`config.mk`:
```
export PLATFORM = sky130hd
export DESIGN_NAME = bcd_to_binary_seq_flat
export DESIGN_NICKNAME = d
export VERILOG_FILES = /design/src/rtl/bcd_pkg.sv /design/src/rtl/bcd_to_binary_seq_if.sv /design/src/rtl/add_sub4.sv /design/src/rtl/bcd_digit_adjust.sv /design/src/rtl/bcd_to_binary_seq.sv /design/src/flat_wrapper.sv
export SDC_FILE = /design/constraint.sdc
export NUM_CORES = 1
export LEC_CHECK = 0
export ABC_CLOCK_PERIOD_IN_PS = 3900
export BUFFER_PORTS_ARGS = -buffer_cell sky130_fd_sc_hd__buf_2
export CAP_MARGIN = 20
export CELL_PAD_IN_SITES_DETAIL_PLACEMENT = 1
export CELL_PAD_IN_SITES_GLOBAL_PLACEMENT = 2
export CORE_ASPECT_RATIO = 1.4
export CORE_MARGIN = 2
export CORE_UTILIZATION = 30
export DETAILED_ROUTE_END_ITERATION = 12
export GPL_ROUTABILITY_DRIVEN = 0
export PLACE_DENSITY = 0.79
export SLEW_MARGIN = 40
export SYNTH_ARGS = -nofsm -noshare
export SYNTH_HDL_FRONTEND = slang
export SYNTH_SLANG_ARGS = --single-unit
```
`constraint.sdc`:
```
create_clock -name clk -period 3.9 [get_ports clk]
set_input_delay 0.39 -clock clk [delete_from_list [all_inputs] [get_ports clk]]
set_output_delay 0.39 -clock clk [all_outputs]
set_load 0.05 [all_outputs]
```
`src/rtl/bcd_pkg.sv`:
```
// Shared constants for the packed-BCD to binary converter.
// Optional feature macro: BCD_ERR_CHECK_EN (digit-range check at start).
package bcd_pkg;

    localparam int DIGIT_W = 4;

    localparam logic [3:0] ADJ_THRESH = 4'd8;
    localparam logic [3:0] ADJ_VAL    = 4'd3;
    localparam logic [3:0] MAX_DIGIT  = 4'd9;

    localparam logic [1:0] ST_IDLE  = 2'd0;
    localparam logic [1:0] ST_SHIFT = 2'd1;
    localparam logic [1:0] ST_DONE  = 2'd2;

    localparam int DEF_DIGITS = 4;
    localparam int DEF_BIN_W  = 14;

    // Counter must be able to hold the full iteration count BIN_W.
    function automatic int cnt_width(input int bin_w);
        return $clog2(bin_w + 1);
    endfunction

endpackage

```
`src/rtl/bcd_to_binary_seq_if.sv`:
```
// Start/ready/done handshake bundle for the BCD to binary converter.
// Optional feature macro: BCD_ERR_CHECK_EN (drives err when defined).
interface bcd_to_binary_seq_if
    import bcd_pkg::*;
#(
    parameter int DIGITS = DEF_DIGITS,
    parameter int BIN_W  = DEF_BIN_W
);
    logic                       start;
    logic [DIGITS*DIGIT_W-1:0]  bcd_in;
    logic                       ready;
    logic                       done;
    logic [BIN_W-1:0]           bin_out;
    logic                       err;

    modport master (
        output start, bcd_in,
        input  ready, done, bin_out, err
    );

    modport slave (
        input  start, bcd_in,
        output ready, done, bin_out, err
    );
endinterface

```
`src/rtl/add_sub4.sv`:
```
// Shared 4-bit adder/subtractor; sub=1 computes a - b in two's complement.
module add_sub4 (
    input  logic [3:0] a,
    input  logic [3:0] b,
    input  logic       sub,
    output logic [3:0] result
);
    // Subtraction reuses the adder: invert b and inject the carry-in.
    assign result = a + (b ^ {4{sub}}) + {3'b000, sub};
endmodule

```
`src/rtl/bcd_digit_adjust.sv`:
```
// One digit of the reverse double-dabble correction: d >= 8 ? d - 3 : d.
module bcd_digit_adjust
    import bcd_pkg::*;
(
    input  logic [DIGIT_W-1:0] d_in,
    output logic [DIGIT_W-1:0] d_out
);
    logic [DIGIT_W-1:0] d_minus;

    add_sub4 u_sub (
        .a      (d_in),
        .b      (ADJ_VAL),
        .sub    (1'b1),
        .result (d_minus)
    );

    // A digit that reached 8+ after the shift carried a stray 5 from above; pull 3 back out.
    assign d_out = (d_in >= ADJ_THRESH) ? d_minus : d_in;
endmodule

```
`src/rtl/bcd_to_binary_seq.sv`:
```
// Iterative packed-BCD to unsigned binary converter (reverse double-dabble).
// Optional feature macro: BCD_ERR_CHECK_EN - when defined, digits > 9 are
// flagged at start and take a short error path with bin_out = 0.
module bcd_to_binary_seq
    import bcd_pkg::*;
#(
    parameter int DIGITS = DEF_DIGITS,
    parameter int BIN_W  = DEF_BIN_W
)(
    input  logic clk,
    input  logic reset_n,
    bcd_to_binary_seq_if.slave bus
);
    localparam int BCD_W = DIGITS * DIGIT_W;
    localparam int W     = BCD_W + BIN_W;
    localparam int CNT_W = cnt_width(BIN_W);
    localparam logic [CNT_W-1:0] LAST_ITER = CNT_W'(BIN_W - 1);

    logic [1:0]       state;
    logic [W-1:0]     work;
    logic [CNT_W-1:0] cnt;
    logic             done_q;
    logic [BIN_W-1:0] bin_q;
    logic             in_valid;
    logic             bad_digit;
    logic [W-1:0]     shifted;
    logic [W-1:0]     stepped;
`ifdef BCD_ERR_CHECK_EN
    logic             err_q;
`endif

    // One iteration: shift the whole register right, then correct every BCD digit.
    assign shifted = work >> 1;
    assign stepped[BIN_W-1:0] = shifted[BIN_W-1:0];

    for (genvar g = 0; g < DIGITS; g++) begin : g_adj
        bcd_digit_adjust u_adj (
            .d_in  (shifted[BIN_W + g*DIGIT_W +: DIGIT_W]),
            .d_out (stepped[BIN_W + g*DIGIT_W +: DIGIT_W])
        );
    end

    // Flag any incoming digit outside 0..9.
    always_comb begin
        bad_digit = 1'b0;
        for (int i = 0; i < DIGITS; i++) begin
            if (bus.bcd_in[i*DIGIT_W +: DIGIT_W] > MAX_DIGIT) begin
                bad_digit = 1'b1;
            end
        end
    end

    // Control FSM plus working register, iteration counter and result registers.
    always_ff @(posedge clk) begin
        if (!reset_n) begin
            state    <= ST_IDLE;
            work     <= '0;
            cnt      <= '0;
            done_q   <= 1'b0;
            bin_q    <= '0;
            in_valid <= 1'b0;
`ifdef BCD_ERR_CHECK_EN
            err_q    <= 1'b0;
`endif
        end else begin
            done_q <= 1'b0;
            case (state)
                ST_IDLE: begin
                    if (bus.start) begin
                        work     <= {bus.bcd_in, {BIN_W{1'b0}}};
                        cnt      <= '0;
                        in_valid <= !bad_digit;
`ifdef BCD_ERR_CHECK_EN
                        if (bad_digit) begin
                            err_q <= 1'b1;
                            bin_q <= '0;
                            state <= ST_DONE;
                        end else begin
                            err_q <= 1'b0;
                            state <= ST_SHIFT;
                        end
`else
                        state    <= ST_SHIFT;
`endif
                    end
                end
                ST_SHIFT: begin
                    work <= stepped;
                    cnt  <= cnt + CNT_W'(1);
                    if (cnt == LAST_ITER) begin
                        state <= ST_DONE;
                    end
                end
                ST_DONE: begin
                    done_q <= 1'b1;
                    state  <= ST_IDLE;
`ifdef BCD_ERR_CHECK_EN
                    bin_q  <= err_q ? '0 : work[BIN_W-1:0];
`else
                    bin_q  <= work[BIN_W-1:0];
`endif
                end
                default: state <= ST_IDLE;
            endcase
        end
    end

    assign bus.ready   = (state == ST_IDLE);
    assign bus.done    = done_q;
    assign bus.bin_out = bin_q;
`ifdef BCD_ERR_CHECK_EN
    assign bus.err     = err_q;
`else
    assign bus.err     = 1'b0;
`endif

`ifndef SYNTHESIS
    // A valid input must have drained its BCD section completely by the last iteration.
    always_ff @(posedge clk) begin
        if (reset_n && state == ST_DONE && in_valid) begin
            assert (work[W-1:BIN_W] == '0);
        end
    end
`endif
endmodule
```
`src/flat_wrapper.sv`:
```
// flat-port wrapper written by rule: the top's interface ports become plain ports
module bcd_to_binary_seq_flat import bcd_pkg::*;
#(
    parameter int DIGITS = DEF_DIGITS,
    parameter int BIN_W  = DEF_BIN_W
)
  (clk, reset_n, bus_start, bus_bcd_in, bus_ready, bus_done, bus_bin_out, bus_err);
  bcd_to_binary_seq_if #(.DIGITS(DIGITS), .BIN_W(BIN_W)) bus_i ();
  input  logic clk;
  input  logic reset_n;
  input wire logic [$bits(bus_i.start)-1:0] bus_start;
  input wire logic [$bits(bus_i.bcd_in)-1:0] bus_bcd_in;
  output wire logic [$bits(bus_i.ready)-1:0] bus_ready;
  output wire logic [$bits(bus_i.done)-1:0] bus_done;
  output wire logic [$bits(bus_i.bin_out)-1:0] bus_bin_out;
  output wire logic [$bits(bus_i.err)-1:0] bus_err;
  assign bus_i.start = bus_start;
  assign bus_i.bcd_in = bus_bcd_in;
  assign bus_ready = bus_i.ready;
  assign bus_done = bus_i.done;
  assign bus_bin_out = bus_i.bin_out;
  assign bus_err = bus_i.err;
  bcd_to_binary_seq #(.DIGITS(DIGITS), .BIN_W(BIN_W)) u_core (.clk(clk), .reset_n(reset_n), .bus(bus_i));
endmodule
```
---- Word-level counts from Yosys, hierarchy flattened ----
Index checks and enable logic that the tools add are counted.
cells by class
  add/sub/neg operators ................... 9
  magnitude comparators ................... 4
  eq/ne operators ......................... 5
  multiplexer cells ....................... 12
  reductions and logical operators ........ 4
operator list
  cell                                                                   count
  30-bit case mux with 2 select lines                                    1
  30-bit 2-to-1 mux                                                      1
  4-bit by 1-bit adder with 4-bit output, second input constant          5
  4-bit 2-to-1 mux                                                       5
  4-bit adder, second input constant                                     3
  4-bit >= comparator, second input constant                             3
  4-bit case mux with 2 select lines                                     1
  3-bit by 4-bit adder with 4-bit output, second input constant          1
  4-bit == test, second input constant                                   1
  3-bit by 4-bit >= comparator with 1-bit output, second input constant  1
  2-bit 2-to-1 mux                                                       2
  2-bit case mux with 2 select lines                                     1
  2-bit AND reduction                                                    2
  2-bit by 1-bit == test with 1-bit output, second input constant        1
  2-bit == test, second input constant                                   1
  2-bit logical NOT                                                      1
  2-bit by 1-bit != test with 1-bit output, second input constant        1
  2-bit != test, second input constant                                   1
  2-bit nonzero test                                                     1
  1-bit 2-to-1 mux                                                       1
storage, ports and cells
  flip-flop bits (word level) ............. 51
  bits of input ports ..................... 19
  output and inout port bits .............. 17
  word-level logic and storage cells ...... 39

---- Depth between registers and ports, before layout ----
Gate-level depths: netlist of the first run.
  depth after elaboration ................. 4
  depth in mapped cells ................... 5
  gate-level depth less buffers ........... 5

---- Hierarchy ----
A second synthesis of the first run with hierarchy kept.
second synthesis, totals
  cells, all modules ...................... 281
  area, all modules ....................... 2813.9 sq um
by module, submodules not included
  module             instances  cells each  area each (sq um)  sequential area each (sq um)
  bcd_to_binary_seq  1          205         2018.2             1021.0
  add_sub4           4          13          150.1              0.0
  bcd_digit_adjust   4          6           48.8               0.0

---- Worst setup path before layout of the first run ----
Ideal clock, no wire load.
  kind .................................... reg-to-reg
  from .................................... register u_core.state[0]
  to ...................................... register u_core.work[17]
  setup time .............................. 0.116 ns
  data arrival time ....................... 1.688 ns
  required time ........................... 3.784 ns
  setup slack ............................. 2.096 ns
  stages on the path, launching flop included .. 6
  buffers on the path ..................... 2
  clock period less this slack ............ 1.804 ns
  path through ............................ dfxtp_1 > buf_4 > buf_2 > nor2_1 > a32oi_1 > o211a_1
between the ends
  cells in the longest elaborated chain, start to end .. 3
  elaborated cells between the ends (all ways) .. 6
  those cells by class .................... 2 x eq/ne; 1 x mux; 3 x reduce/logical
RTL lines
  element                                                                      line                     text
  from (decl)                                                                  bcd_to_binary_seq.sv:19  logic [1:0] state;
  from (signal assigned)                                                       bcd_to_binary_seq.sv:56  state <= ST_IDLE;
  from (signal assigned)                                                       bcd_to_binary_seq.sv:83  state <= ST_SHIFT;
  from (signal assigned)                                                       bcd_to_binary_seq.sv:91  state <= ST_DONE;
  2-bit logical NOT *                                                          -
  named net bus_ready                                                          flat_wrapper.sv:13       output wire logic [$bits(bus_i.ready)-1:0] bus_ready;
  2-bit != test (no source line) / 2-bit nonzero test (equally long branches)  -
  2-bit AND reduction (no source line)                                         -
  to (signal assigned)                                                         bcd_to_binary_seq.sv:70  work <= {bus.bcd_in, {BIN_W{1'b0}}};
  to (signal assigned)                                                         bcd_to_binary_seq.sv:88  work <= stepped;
  to (decl)                                                                    bcd_to_binary_seq.sv:20  logic [W-1:0] work;
Mark *: on every way through the listed nets, which the timed path passes. The rest lies on a longest branch.
A chain may end at the register's enable or synchronous reset.

---- Worst setup path after layout of the first run ----
  from .................................... register u_core.state[0]
  to ...................................... register u_core.work[28]
between the ends
  cells in the longest elaborated chain, start to end .. 3
  elaborated cells between the ends (all ways) .. 6
  those cells by class .................... 2 x eq/ne; 1 x mux; 3 x reduce/logical
RTL lines
  element                                                                               line                     text
  2-bit by 1-bit == test with 1-bit output / 2-bit logical NOT (equally long branches)  bcd_to_binary_seq.sv:67  case (state)
  2-bit nonzero test (no source line) / 2-bit != test (equally long branches)           -
  2-bit AND reduction (no source line)                                                  -
Several ways; a longest one is shown, not always the timed one.

==> results of run 1 <==
[final cells by class]
cell class                      instances  share of cell area (%)
Timing Repair Buffer                   34                   6.907
Multi-Input combinational cell        149                   40.88
Tap cell                               95                   4.825
Clock buffer                            5                   2.793
Inverter                               13                   1.981
Sequential cell                        51                   41.44
Clock inverter                          3                   1.168
[synthesized netlist by cell type (2+ instances only)]
cell type	n
dfxtp_1	51
nand2_1	33
a21oi_1	18
a22o_1	15
inv_1	13
nor2_1	12
ha_1	8
buf_2	7
a32oi_1	6
xnor2_1	6
a221o_1	5
nand3_1	5
nor2b_1	5
buf_4	4
nand2b_1	4
a211oi_1	3
a221oi_1	3
mux2_2	3
o211a_1	3
o21ai_0	3
and2_1	2
clkbuf_1	2
nand3b_1	2
[power by group]
group | internal, uW | switching, uW
clock network | 133 | 196
registers | 540 | 27.0
logic | 52.7 | 65.3
total | 726 | 288
[registers in the layout, summed over array words and instances, names as in the netlist]
register / flops
u_core.bus.done: 1
u_core.bus.bin_out: 14
u_core.cnt: 4
u_core.state: 2
u_core.work: 30
[kinds of logic (layout without fill, tap and decap cells)]
kind of cell	Yosys count	in the layout	share of synthesized area (%)
flops	51	51	47.30
simple gates	68	68	15.25
mux	4	4	2.029
xor+xnor	6	6	2.435
other cells	1	1	0.1737
fa+ha+maj	8	8	4.638
buf+inv	27	55	6.145
compound gates	62	62	22.03
[layout by cell type, fill, tap and decap left out, drive strengths merged, types with 4 or more instances in the layout]
cell type | synthesis | final
inv | 13 | 14
clkbuf | 2 | 5
xnor2 | 6 | 6
ha | 8 | 8
nand2 | 33 | 33
nand3 | 5 | 5
nor2b | 5 | 5
a22o | 15 | 15
nand2b | 4 | 4
a32oi | 6 | 6
a221o | 5 | 5
a21oi | 18 | 18
dfxtp | 51 | 51
buf | 12 | 34
nor2 | 12 | 12
[stage by stage]
step | hold WS [ns] | setup WS [ns] | power (uW) | instance area (sq um) | utilization [%]
6_report | 0.2854 | 1.985 | 1014 | 2464 | 35.29
3_3_place_gp | 0.4464 | 1.989 | 694.6 | 2364 | 33.85
3_5_place_dp | 0.4470 | 1.946 | 699.5 | 2366 | 33.89
5_1_grt | 0.2702 | 1.808 | 1067 | 2464 | 35.29
2_1_floorplan | 0.4322 | 2.096 | 665.4 | 2158 | -
4_1_cts | 0.2766 | 1.973 | 1028 | 2464 | 35.29
[routing by layer]
metal | up-vias | global-route usage (%)
met5 | - | 0
met4 | 0 | 5.013
met3 | 5 | 2.810
met2 | 30 | 22.17
met1 | 807 | 16.81
li1 | 846 | -
[worst max path at each step]
stage	end	cells past startpoint
3_5_place_dp	u_core.work[28]	4
4_1_cts	u_core.work[28]	3
5_1_grt	u_core.work[28]	3
2_1_floorplan	u_core.work[17]	5
3_3_place_gp	u_core.work[28]	4
6_report	u_core.work[28]	3
==> impl_results.md, run 1 <==
* Clock sink count at ~50
* Top FF cell, synth: dfxtp_1
* Launch point of the worst reg-to-reg path: u_core.state[0]
* Final hold vios at 0
* DRC viols at 0
* Total GRT Usage at about 13%
* Storage element area at between 1000 and 1500 sq um
* Setup CP Type: reg -> reg
* Mean Syn Cell Area at approximately 9.5 sq um
* Fillcell total at 846
* WL per Instance at about 14 um
* Yosys top cell by area: dfxtp_1
* Crit start category: register
* Port Buffers at 34
* Hold path depth at 2
* Crit path cell chain: inv_1 > nor3_4 > a221o_1
* Clock Tree Buf Depth at 2
* Synth top area share at approximately 47%
* Metal3 WL at 169 um
* Outcome: finished clean
* Worst hold path class: in -> reg
* Met2 WL at roughly 2400 um
* Tmin final at ~1.9 ns
* Root buffer cell: clkbuf_8
* N_diodes at 0
* Drt via density at approximately 4.8
* Net Count, Synth at about 250
* 1st-iter DRT viols at 62
* Area of the core at 6982 sq um
* #FFs+latches synth at around 50
* CP required at between 4 and 5 ns
* Crit-path max cell delay at approximately 0.73 ns
* Fin. max-slew vios at 0
* CP Launch Point: u_core.state[0]
* Nets@finish at 281
* Critical path's slowest cell: dfxtp_1
* Final setup violation count at 0
* Reg2reg setup slack at about 2.0 ns
* CTS buffer count at 5
* Skew-Pair Late Insertion Delay at ~0.31 ns
* Antenna violations before repair at 0
* Vias in the first global route at approximately 1700
* Distinct cells, synth at 37
* Max Freq at 0.5222 GHz
* Die footprint at ~7900 sq um
* Final worst-path cycle share at 49.10%
* Crit path arrival time at around 2.2 ns
* FF-to-FF End: u_core.work[28]
* RSZ-0062 raised after global routing: no
* Setup Skew at 0.005627 ns
* WL met1 at 2239 um
* Number of synthesized flops with an enable pin at 0
* H-tree Lvls at 2
* Pleak at between 0.001 and 0.0015 uW
* Area delta synth->final at 14.14%
* Crit path max fanout at 19
* Finished Layout Cells at 350
* Detail Placement HPWL at 3479 um
* Share of layout cells above drive strength 1 at between 10% and 20%
* Reg clk slew, reported paths at around 0.10 ns
* Initial Util at between 30% and 40%
* Worst rel slew slack at approximately half
* Postcts setup bufs at 0
* Hold buffers post-CTS at 0
* Post-synthesis sequential area ratio at between 40 and 50%
* DR pass1 iterations at 4
* Die Y at about 100 um
* Post-CTS sizing at 0
* Die Width at about 76 um
* Antenna Violating Nets Remaining at 0
* Footprint of the multi-input gates at 1007 sq um
* CTS tree: done
* Hold EP: u_core.work[29]
* Synthesized area at 2158 sq um
* Total number of vias at about 1700
* Largest delay share family, worst path: flip-flops
* R2R depth at 3
* Top layer reached by signal wires: met4
* Worst Max-Slew Pin Slew at 0.7735 ns
* First-pass GRT wire length at between 8000 and 9000 um
* Routed wire length at approximately 4900 um
* Total negative slack at 0 ns
* Ranking of synthesized cells by area: dfxtp_1 (47%), a22o_1 (6.1%), nand2_1 (5.7%)
* Post-synthesis async set-or-reset flop share at 0%
* Largest net degree at the start of global routing at 23
* Yosys Warn Count at 0
* # rows at 36
* Boundary Pins at 36
* Worst vdd ir at 0.0001688 V
* Worst hold path startpoint: bus_bcd_in[15]
* Power density over the cells at ~410 nW/um^2
* Congestion Overflow GR at 0
* Syn Inst Count at approximately 230
* CP endpoint kind: register
* DP Cell Count at approximately 340
* Bufs and invs on worst path at 1
* Number of max-cap violations at 0
(Power assumes the default switching activity.)
==> inputs of run 2 (changes only) <==
--- a/config.mk
+++ b/config.mk
@@ -5,17 +5,18 @@
 export SDC_FILE = /design/constraint.sdc
 export NUM_CORES = 1
 export LEC_CHECK = 0
-export ABC_CLOCK_PERIOD_IN_PS = 3900
+export ABC_AREA = 1
+export ABC_CLOCK_PERIOD_IN_PS = 1750
 export BUFFER_PORTS_ARGS = -buffer_cell sky130_fd_sc_hd__buf_2
 export CAP_MARGIN = 20
 export CELL_PAD_IN_SITES_DETAIL_PLACEMENT = 1
 export CELL_PAD_IN_SITES_GLOBAL_PLACEMENT = 2
 export CORE_ASPECT_RATIO = 1.4
 export CORE_MARGIN = 2
-export CORE_UTILIZATION = 30
+export CORE_UTILIZATION = 28
 export DETAILED_ROUTE_END_ITERATION = 12
 export GPL_ROUTABILITY_DRIVEN = 0
-export PLACE_DENSITY = 0.79
+export PLACE_DENSITY = 0.83
 export SLEW_MARGIN = 40
 export SYNTH_ARGS = -nofsm -noshare
 export SYNTH_HDL_FRONTEND = slang
==> constraint.sdc (replaced) <==
create_clock -name clk -period 1.75 [get_ports clk]
set_input_delay 0.175 -clock clk [delete_from_list [all_inputs] [get_ports clk]]
set_output_delay 0.175 -clock clk [all_outputs]
set_load 0.05 [all_outputs]
==> run 2 against run 1 <==
Flip-flop and latch count unchanged; power increased by 110%; setup slack got worse by 1.8 ns; hold slack got worse by 0.23 ns; clock power increased by 110%; first-iteration DRC count decreased by 45%; combinational power increased by 110%; highest routed layer unchanged.
==> impl_results.md, run 2 <==
* Post-synthesis sequential area ratio at a little under half
* Fillcell total at 1004
* 1st-iter DRT viols at 34
* Synth top area share at 45.38%
* Die Width at between 70 and 80 um
* Die footprint at about 8800 sq um
* Synth Area in XOR/XNOR at 0%
* Clock sink count at between 50 and 60
* Metal3 WL at 201 um
* Nets@finish at ~360
* Worst hold path class: in -> reg
* WL per Instance at between 10 and 15 um
* WL met1 at about 2500 um
* Post-CTS sizing at 0
* Total GRT Usage at roughly 14%
* CP required at approximately 2 ns
* Syn Inst Count at between 300 and 400
* Outcome: finished clean
* Total number of vias at 2046
* H-tree Lvls at 2
* Post-synthesis mux area share at 0%
* Final setup violation count at 0
* Tmin final at 1.520 ns
* Total negative slack at 0 ns
* Initial Util at 28.85%
* Port Buffers at 34
* Net Count, Synth at 330
* Pleak at 0.001187 uW
* Root buffer cell: clkbuf_8
* Largest family of logic cells by synthesized area: simple AND/OR/NAND/NOR gates
* Largest net degree at the start of global routing at 30
* Setup CP Type: reg -> reg
* Post-synth top cells: nand2_1 (74), dfxtp_1 (51), nand3_1 (41)
* Final hold vios at 0
* Synthesized area at 2250 sq um
* Detail Placement HPWL at approximately 4300 um
* Post-Synth Simple-Gate Area at between 20% and 30%
* Yosys Warn Count at 0
* Distinct cells, synth at 23
* Largest delay share family, worst path: simple AND/OR/NAND/NOR gates
* Bufs and invs on worst path at 1
* DRC viols at 0
* Crit path cell chain: inv_1 > nor2_2 > nand2_2 > nand2_1 > nand2_1 > nor2_1
* First-pass GRT wire length at 9942 um
* Share of layout cells above drive strength 1 at ~17%
* Skew-Pair Late Insertion Delay at roughly 0.30 ns
* Finished Layout Cells at about 440
* Hold path depth at 3
* Antenna Violating Nets Remaining at 0
* Power density over the cells at 835.9 nW/um^2
* Number of synthesized flops with an enable pin at 0
* Crit-path max cell delay at about 0.63 ns
* Vias in the first global route at 2146
* Congestion Overflow GR at 0
* Fin. max-slew vios at 0
* Most common cell after layout, fill and taps aside: nand2_1
* Setup Skew at a little under 0.006 ns
* Most flops, register: u_core.work
* Crit path arrival time at around 1.8 ns
* Number of max-cap violations at 0
* CP endpoint kind: register
* Most frequent cell after synthesis: nand2_1
* Crit path depth at 6
* Met2 WL at 2991 um
* Clock Tree Buf Depth at 2
* Die Y at roughly 110 um
* R2R depth at 6
* DP Cell Count at between 400 and 500
* Mean Syn Cell Area at approximately 7.4 sq um
* Boundary Pins at 36
* Final worst-path cycle share at 86.85%
* #FFs+latches synth at 51
* Routed wire length at approximately 5700 um
* CTS tree: done
* Hold buffers post-CTS at 0
* Top FF cell, synth: dfxtp_1
* Area of the core at 7797 sq um
* Worst vdd ir at around 0.00047 V
* Crit start category: register
* DR pass1 iterations at 4
* Most frequent cells in the layout: nand2_1 (74), dfxtp_1 (51), nand3_1 (41)
* N_diodes at 0
* Crit path max fanout at 10
* Post-synthesis async set-or-reset flop share at 0%
* RSZ-0062 raised after global routing: no
* Area delta synth->final at 15.80%
* Critical path's slowest cell: dfxtp_1
* Ranking of synthesized cells by area: dfxtp_1 (45%), nand2_1 (12%), nand3_1 (9.1%)
* Yosys top cell by area: dfxtp_1
* CTS buffer count at 5
* Synth Area in Compound Gates at roughly an eighth
* Cell mode on critical path: nand2_1
* Max Freq at 0.6580 GHz
* Post-Synth Adder-Cell Area at around 4.4%
* Postcts setup bufs at 0
* Drt via density at between 4 and 5
* Max FFs per register at 30
* # rows at 38
* Top layer reached by signal wires: met4
* Antenna violations before repair at 0
* Reg clk slew, reported paths at 0.09 ns
## run 2: cell families (layout without fill, tap and decap cells)
group / count (synthesis) / in the layout
other cells: 1 / 1
flops: 51 / 51
simple gates: 154 / 154
compound gates: 53 / 53
buf+inv: 36 / 70
fa+ha+maj: 8 / 8
## run 2: metal layers
metal	global-route usage, %	vias up
met3	2.524	8
met1	16.67	975
met4	4.237	0
met2	26.83	30
met5	0	-
li1	-	1033
## run 2: worst paths after layout
| kind | slack [ns] | from | endpoint |
|---|---|---|---|
| setup / recovery | 0.23 | u_core.state[0] | u_core.cnt[3] |
| hold reg to reg | 0.47 | u_core.work[1] | u_core.work[0] |
| setup reg to reg | 0.23 | u_core.state[0] | u_core.cnt[3] |
| hold / removal | 0.06 | bus_bcd_in[15] | u_core.work[29] |
## run 2: power by group
group | internal, uW | switching (uW)
combinational | 86.7 | 156
sequential | 1200 | 45.0
clock | 311 | 381
total | 1590 | 583
## run 2: cell type report
type	instances	area, sq um	area share [%]
Multi-Input combinational cell	216	1059	40.63
Inverter	24	92.59	3.554
Sequential cell	51	1021	39.19
Timing Repair Buffer	39	220.2	8.453
Tap cell	100	125.1	4.803
Clock buffer	6	82.58	3.170
Clock inverter	1	5.005	0.1921
## run 2: stage by stage
step | power (uW) | worst slack [ns] | utilization [%] | hold slack (ns) | instance area, sq um
finish | 2178 | 0.2302 | 33.41 | 0.05505 | 2605
global route | 2295 | 0.04091 | 33.41 | 0.05219 | 2605
detailed placement | 1518 | 0.2244 | 32.29 | 0.3722 | 2517
CTS | 2225 | 0.2059 | 33.41 | 0.04327 | 2605
global placement | 1514 | 0.2778 | 32.29 | 0.3705 | 2517
floorplan | 1432 | 0.4371 | - | 0.2781 | 2250
## run 2: worst min-delay path: cells and delay by family
family	cells	cell delay, ns
buffers and inverters	1	0.07
and+or+nand+nor	2	0.08
==> inputs of run 3 (changes only) <==
--- a/config.mk
+++ b/config.mk
@@ -11,8 +11,6 @@
 export CAP_MARGIN = 20
 export CELL_PAD_IN_SITES_DETAIL_PLACEMENT = 1
 export CELL_PAD_IN_SITES_GLOBAL_PLACEMENT = 2
-export CORE_ASPECT_RATIO = 1.4
-export CORE_MARGIN = 2
 export CORE_UTILIZATION = 28
 export DETAILED_ROUTE_END_ITERATION = 12
 export GPL_ROUTABILITY_DRIVEN = 0
==> run 3 against run 2 <==
Hold slack improved by 0.0081 ns; first-iteration DRC count increased to 2.7 times the previous value; register-to-register slack improved by 0.12 ns; sequential power about the same; combinational power increased by 5%; sequential share of layout area decreased by 0.41 points; maximum frequency increased by 8.9%; critical path depth decreased by 1; final cell count increased by 1.4%; via count increased by 0.24%; clock skew increased by 0.0040 ns; global-route usage increased by 0.47 points; critical endpoint is now u_core.bus.bin_out[9].
==> impl_results.md, run 3 (synthesis gave the netlist of run 2 again) <==
* Outcome: finished clean
* Die Y at ~90 um
* DR pass1 iterations at 4
* Post-place setup slack at around 0.36 ns
* Skew-Pair Late Insertion Delay at 0.31 ns
* Die footprint at between 8000 and 9000 sq um
* Initial Util at 28.96%
* CTS buffer count at 5
* Post-CTS sizing at 0
* Clock Tree Buf Depth at 2
* Internal power at between 1500 and 2000 uW
* Total number of vias at ~2000
* 1st-iter DRT viols at 93
* Postcts setup bufs at 0
* Die Width at 91.64 um
* Area of the core at roughly 7800 sq um
* Nets@finish at 368
* Most Crowded Layer GR: met2
* First-pass GRT wire length at about 10000 um
* RSZ-0062 raised after global routing: no
* DRC viols at 0
* Crit path max fanout at 21
* Vias in the first global route at ~2100
* # rows at 32
* Congestion Overflow GR at 0
* Hold buffers post-CTS at 0
* Crit path arrival time at roughly 1.6 ns
* Final setup violation count at 0
* Met1 Resource Use GR at between 10% and 20%
* Most frequent cells in the layout: nand2_1 (74), dfxtp_1 (51), nand3_1 (41)
* Switching Power at around 610 uW
* Final worst-path cycle share at about four fifths
* Final worst slack at ~0.35 ns
* H-tree Lvls at 2
* WL per Instance at 12.75 um
* Drt via density at ~4.6
* Crit start category: register
* Max Freq at ~0.72 GHz
* Worst vdd ir at between 0.0002 and 0.0003 V
* Routed wire length at 5648 um
* Total GRT Usage at roughly 15%
* Met2 usage at 24.81%
* Antenna violations before repair at 0
* Root buffer cell: clkbuf_8
* Most flops, register: u_core.work
* Tmin final at approximately 1.4 ns
* Clock sink count at 51
* Fin Hold WS at around 0.063 ns
* Setup Skew at 0.009882 ns
* N_diodes at 0
* Boundary Pins at 36
* M3 GR Usage at ~2.9%
* Final hold vios at 0
* Sw Ratio at 27.93%
* CP endpoint kind: register
* Worst hold path class: in -> reg
* CTS tree: done
* Clk pwr share at a little under a third
* Total negative slack at 0 ns
* Largest net degree at the start of global routing at 49
* Fin. max-slew vios at 0
* Power density over the cells at 825.9 nW/um^2
* Max FFs per register at 30
* Sequential fraction of design power at 57.0%
* Detail Placement HPWL at 4022 um
* Pleak at approximately 0.0012 uW
* CP required at 1.95 ns
* Finished Layout Cells at between 400 and 500
* DP Cell Count at around 440
* Area delta synth->final at 17.02%
* Combinational cell fraction of total power at a little under an eighth
* Setup CP Type: reg -> reg
* Antenna Violating Nets Remaining at 0
* Reg clk slew, reported paths at 0.10 ns
* Number of max-cap violations at 0
* Share of layout cells above drive strength 1 at between 10% and 20%
* Port Buffers at 34
* Most common cell after layout, fill and taps aside: nand2_1
## run 3: cell types whose count changed in the layout (fill, tap and decap cells not counted)
cell,change
clkinv_4,+1
clkbuf_8,-1
buf_4,+4
## run 3: cell type report
cell class                 instances  area [sq um]
fill                            1002          5135
clock buffer                       5         68.82
multi-input combinational        216          1059
tap                              102         127.6
clock inverter                     2         13.76
sequential                        51          1021
inverter                          24         92.59
timing repair buffer              43         250.2
## run 3: metrics by stage
stage	total power [uW]	instance area, sq um	utilization [%]
after global routing	2293	2633	33.89
after floorplan	1432	2250	-
after global placement	1522	2550	32.83
after CTS	2211	2633	33.89
after detailed placement	1530	2550	32.83
final	2174	2633	33.89
## run 3: power groups by stage
stage                     registers (uW)  clock network, uW  logic [uW]
final                               1240                679         256
after global routing                1250                750         295
after CTS                           1240                707         263
after detailed placement            1270                  0         261
after global placement              1270                  0         255
after floorplan                     1250                  0         182
## run 3: path summary, 6_finish.rpt
| path | start | end | slack (ns) | cells past startpoint |
|---|---|---|---|---|
| max | u_core.state[0] | u_core.bus.bin_out[9] | 0.35 | 5 |
| min | bus_bcd_in[15] | u_core.work[29] | 0.06 | 3 |
| max reg2reg | u_core.state[0] | u_core.bus.bin_out[9] | 0.35 | 5 |
| min reg2reg | u_core.work[1] | u_core.work[0] | 0.48 | 2 |
## run 3: critical path, cell delays in order, from the launching register on
cell     delay [ns]
dfxtp_1        0.59
buf_4          0.21
nor2_4         0.04
buf_4          0.20
o21ai_0        0.19
a21oi_1        0.06
## run 3: routing by layer
metal,routed length [um],share of wire [%],up-vias
met5,0,0,-
met1,2817,50,974
met2,2601,46,26
met4,53,0.94,0
met3,175,3.1,6
li1,-,-,1045
